$ cat config.mk
export PLATFORM = sky130hd
export DESIGN_NAME = arb_mux_rr
export DESIGN_NICKNAME = d
export VERILOG_FILES = /design/src/rtl/arb_mux_rr.sv
export SDC_FILE = /design/constraint.sdc
export NUM_CORES = 1
export LEC_CHECK = 0
export BUFFER_PORTS_ARGS = -buffer_cell sky130_fd_sc_hd__buf_4
export CORE_MARGIN = 2
export CORE_UTILIZATION = 42
export CTS_CLUSTER_SIZE = 16
export DETAILED_ROUTE_END_ITERATION = 7
export PLACE_DENSITY = 0.82
export SLEW_MARGIN = 20
export SYNTH_ARGS = -nofsm -noshare
export SYNTH_HDL_FRONTEND = slang
export SYNTH_SLANG_ARGS = --single-unit
$ cat constraint.sdc
create_clock -name clk -period 3.6 [get_ports clk]
set_clock_uncertainty 0.15 [all_clocks]
set_input_delay 0.18 -clock clk [delete_from_list [all_inputs] [get_ports clk]]
set_output_delay 0.18 -clock clk [all_outputs]
set_load 0.005 [all_outputs]
$ cat src/rtl/arb_mux_rr.sv
// rtl/arb_mux_rr.sv - N-channel round-robin arbitrating mux with registered output
//
// Purpose: several valid/ready producers share one consumer. An internal
// arbiter picks one requesting channel per cycle. The winning payload is
// captured in an output register, which holds it until the consumer accepts it.
//
// Build option: define ARB_MUX_FIXED_PRIO_EN to get fixed priority, where the
// lowest requesting index always wins and there is no rotating pointer.
// Left undefined (the default), the arbiter is round-robin.
//
// Ports:
//   clk        clock, rising edge
//   rst        synchronous active-high reset
//   in_valid   [N]        per-channel request
//   in_ready   [N]        per-channel accept (at most one bit high)
//   in_data    [N*WIDTH]  channel i payload at [i*WIDTH +: WIDTH]
//   out_valid             output register holds a beat
//   out_ready             consumer accepts the beat
//   out_data   [WIDTH]    registered payload
//   out_grant  [N]        registered one-hot source channel of out_data

module arb_mux_rr #(
  parameter int WIDTH = 32,
  parameter int N     = 5
) (
  input  logic               clk,
  input  logic               rst,
  input  logic [N-1:0]       in_valid,
  output logic [N-1:0]       in_ready,
  input  logic [N*WIDTH-1:0] in_data,
  output logic               out_valid,
  input  logic               out_ready,
  output logic [WIDTH-1:0]   out_data,
  output logic [N-1:0]       out_grant
);

  localparam int PW = (N > 1) ? $clog2(N) : 1;

  // Isolate the lowest set bit.
  function automatic logic [N-1:0] lowest(input logic [N-1:0] x);
    return x & (~x + N'(1));
  endfunction

  logic [N-1:0]     grant;
  logic             load;
  logic             xfer;
  logic [WIDTH-1:0] sel_data;

`ifdef ARB_MUX_FIXED_PRIO_EN

  assign grant = lowest(in_valid);

`else

  logic [PW-1:0] ptr;
  logic [PW-1:0] ptr_next;
  logic [PW-1:0] grant_idx;
  logic [N-1:0]  mask_hi;
  logic [N-1:0]  req_hi;

  // Two-pass round robin: first look only at channels at or above ptr. If
  // none of those request, the search wraps and takes the lowest requester
  // overall.
  assign mask_hi = ~((N'(1) << ptr) - N'(1));
  assign req_hi  = in_valid & mask_hi;
  assign grant   = (|req_hi) ? lowest(req_hi) : lowest(in_valid);

  always_comb begin
    grant_idx = '0;
    for (int i = 0; i < N; i++) begin
      if (grant[i]) grant_idx = PW'(i);
    end
  end

  // The pointer moves one past the winner and wraps after channel N-1. For
  // N=1 this stays at 0.
  assign ptr_next = (grant_idx == PW'(N - 1)) ? '0 : grant_idx + PW'(1);

`endif

  assign load     = ~out_valid | out_ready;
  assign in_ready = rst ? '0 : (grant & {N{load}});
  // grant is a subset of in_valid, so any ready bit means a transfer.
  assign xfer     = |in_ready;

  // AND-OR payload select over the one-hot grant.
  always_comb begin
    sel_data = '0;
    for (int i = 0; i < N; i++) begin
      sel_data = sel_data | (in_data[i*WIDTH +: WIDTH] & {WIDTH{grant[i]}});
    end
  end

  always_ff @(posedge clk) begin
    if (rst) begin
      out_valid <= 1'b0;
      out_data  <= '0;
      out_grant <= '0;
`ifndef ARB_MUX_FIXED_PRIO_EN
      ptr       <= '0;
`endif
    end else if (xfer) begin
      out_valid <= 1'b1;
      out_data  <= sel_data;
      out_grant <= grant;
`ifndef ARB_MUX_FIXED_PRIO_EN
      ptr       <= ptr_next;
`endif
    end else if (out_ready) begin
      out_valid <= 1'b0;
    end
  end

endmodule

==> run_results.csv <==
group,metric,value,unit
sta,maxSlewHeadroom,49.8,%
min_path,worstHoldPathType,"in -> reg",
drt,route.detailed.drc,0,
power,power_switching,0.869,mW
finish,diodes,0,
critical_path,crit_start,"ptr[0]$_SDFFE_PP0P_",
critical_path,crit_fanout,24,
finish,final_util,68.8,%
outcome,outcome,"finished, final reports clean",
finish,multiInputGateArea,1980,um2
drt,avgRoutedWirePerCell,17.2,um
placed_design,dp_cells,657,
grt,track_usage,26.9,%
grt,grt_pass1_vias,3532,
drt,routed_wl,11400,um
yosys,ys_async_sr_fraction,0,%
finish,fin_nets,738,
sta,drv_slew,0,
yosys,yosysWarnings,0,
placed_design,gp_congestion,0.884,
placed_design,port_buffers,210,
yosys,synth_common_cells,"73 x nor2_1, 64 x a22o_1, 41 x dfxtp_1, 34 x a211oi_1, 33 x a21oi_1",
drt,dr.pass1.iters,4,
die,rows,30,
sta,fmax,0.335,GHz
sta,rsz0062_at_grt,"false",
drt,via_per_inst,5.81,
die,placeableCoreArea,6870,um2
die,ioPinCount,211,
cts,ctsResizeCount,0,
cts,cts_tree,"done",
die,die_h,88.8,um
yosys,synth_nets,553,
finish,syn_to_final_growth,56.5,%
yosys,ys_top_cells_by_area,"dfxtp_1 27%, a22o_1 19%, o41ai_1 9.3%, nor2_1 9.1%, a211oi_1 8.4%",
yosys,synth_top_area_share,27.2,%
finish,design_area,4730,um2
yosys,seq_area_frac_synth,27.2,%
power,p_int,1.37,mW
sta,period_share,83.0,%
critical_path,setup.worst_path.end_class,"register",
cts,cts_hold_buffers,0,
yosys,yosys.cell_types.count,45,
die,start_util,44.0,%
sta,min_period,2.99,ns
sta,worst_slew_pin_slew,0.753,ns
critical_path,worstReg2RegStart,"ptr[0]$_SDFFE_PP0P_",
power,finalPower,2.24,mW
grt,antenna_found_initial,0,
finish,fillers,598,
grt,grt_pass1_wl,16800,um
critical_path,start_kind,"register",
power,ir_worst_vdd,0.239,mV
cts,clock_sinks,41,
drt,ant_nets,0,
cts,cts_root_buf,"clkbuf_8",
yosys,syn_area,3020,um2
power,p_leak,2.17,nW
die,dieArea,7890,um2
critical_path,path_class,"reg -> reg",
cts,cts_buffer_depth,2,
drt,drt_iter0_drc,215,
yosys,ys_ff_latch,41,
cts,htreeDepth,2,
cts,post-cts-setup-buffers,0,
yosys,synth_edf_count,0,
cts,clock_latency,0.28,ns
critical_path,cp_data_required_time,3.62,ns
die,die_x,88.8,um
sta,finalHoldViolCount,0,
critical_path,crit_arrival,3.00,ns
grt,grt-ovfl-total,0,
placed_design,dp_hpwl,8360,um
yosys,yosys.area.top_type,"dfxtp_1",
power,p_clk_share,16.9,%
power,p_sw_share,38.8,%
finish,seq_area,821,um2
yosys,ys.flop_type,"dfxtp_1",
power,combinationalPowerShare,53.1,%
power,power_frac_seq,30.0,%
yosys,synth.most_common_cell,"nor2_1",
finish,fin_cells,665,
yosys,syn_avg_cell_area,7.89,um2
placed_design,place_area,4610,um2
finish,drive_gt1_share,42.4,%
yosys,syn_inst,383,
power,powerDensity,473,nW/um2
sta,setup_viol,0,
cts,clk_pin_slew,0.08,ns
grt,grt_max_degree,69,
min_path,worstHoldStart,"in_data[86]",
sta,final.setup.tns,0,ns
run,max_cap_viol_count,0,
drt,via_count,3866,
cts,cts_made_buffers,5,
[final cells by class]
| cell class | count | share of cell area (%) |
|---|---|---|
| flip-flops and latches | 41 | 17.4 |
| repair buffers | 221 | 35.1 |
| well taps | 96 | 2.54 |
| clock buffers | 7 | 1.83 |
| clock inverters | 1 | 0.635 |
| inverters | 8 | 0.635 |
| multi-input cells | 291 | 41.9 |
[placed cells by master (no fill, tap or decap), types with 2 or more instances in the layout]
master      n
a211oi_1   34
a21oi_1    33
a22o_1     64
and2_1      3
buf_4     221
clkbuf_8    6
dfxtp_1    41
ha_1        2
inv_1       7
nand2_1     4
nand2b_1    2
nor2_1     72
nor2b_1     3
nor3_1      4
nor3_2      2
nor4_1      2
o21ai_0     3
o21bai_1    3
o31ai_1     2
o41ai_1    32
or2_2       2
or3_1       2
[worst max-delay path, stage by stage, from the launching register on]
cell	delay, ns
dfxtp_1	0.49
nor2b_1	0.12
o21a_1	0.25
nor3_1	0.32
or2_2	0.46
o31a_1	0.63
buf_4	0.33
a21oi_1	0.10
[metal layers]
metal | track usage [%] | vias to the layer above | part of all wire [%]
met1 | 32.6 | 1813 | 39
met3 | 5.69 | 13 | 8.3
met4 | 6.89 | 0 | 1.3
li1 | - | 1872 | -
met5 | 0 | - | 0
met2 | 48.2 | 168 | 51
[worst paths after layout]
kind	to	slack, ns	depth (start not counted)
max	out_data[16]$_SDFFE_PP0P_	0.61	7
min	out_data[22]$_SDFFE_PP0P_	0.03	3
max reg2reg	out_data[16]$_SDFFE_PP0P_	0.61	7
min reg2reg	out_grant[3]$_SDFFE_PP0P_	0.32	2
[per-stage QoR]
stage	setup WS, ns	hold WS [ns]
finish	0.613	0.0250
global route	0.357	0.0217
CTS	0.598	0.0150
detailed placement	0.631	0.304
global placement	0.746	0.306
floorplan	1.09	0.223
[power by group through the flow]
| stage | clock, mW | combinational [mW] | sequential, mW |
|---|---|---|---|
| after floorplan | 0 | 0.712 | 0.661 |
| after global placement | 0 | 1.18 | 0.672 |
| after detailed placement | 0 | 1.19 | 0.680 |
| after CTS | 0.386 | 1.19 | 0.670 |
| after global routing | 0.402 | 1.30 | 0.687 |
| final | 0.379 | 1.19 | 0.672 |
[flip-flops by register name (all words and copies together) (netlist names)]
name	cells
ptr	3
out_valid	1
out_grant	5
out_data	32
[kinds of logic (layout without fill, tap and decap cells)]
kind of cell,Yosys count,after routing,share of synthesized area [%]
fa+ha+maj,2,2,0.828
flops,41,41,27.2
simple gates,102,102,15.1
buf+inv,51,237,7.83
compound gates,185,185,48.3
mux,2,2,0.828
Power figures use the tool's default switching activity.
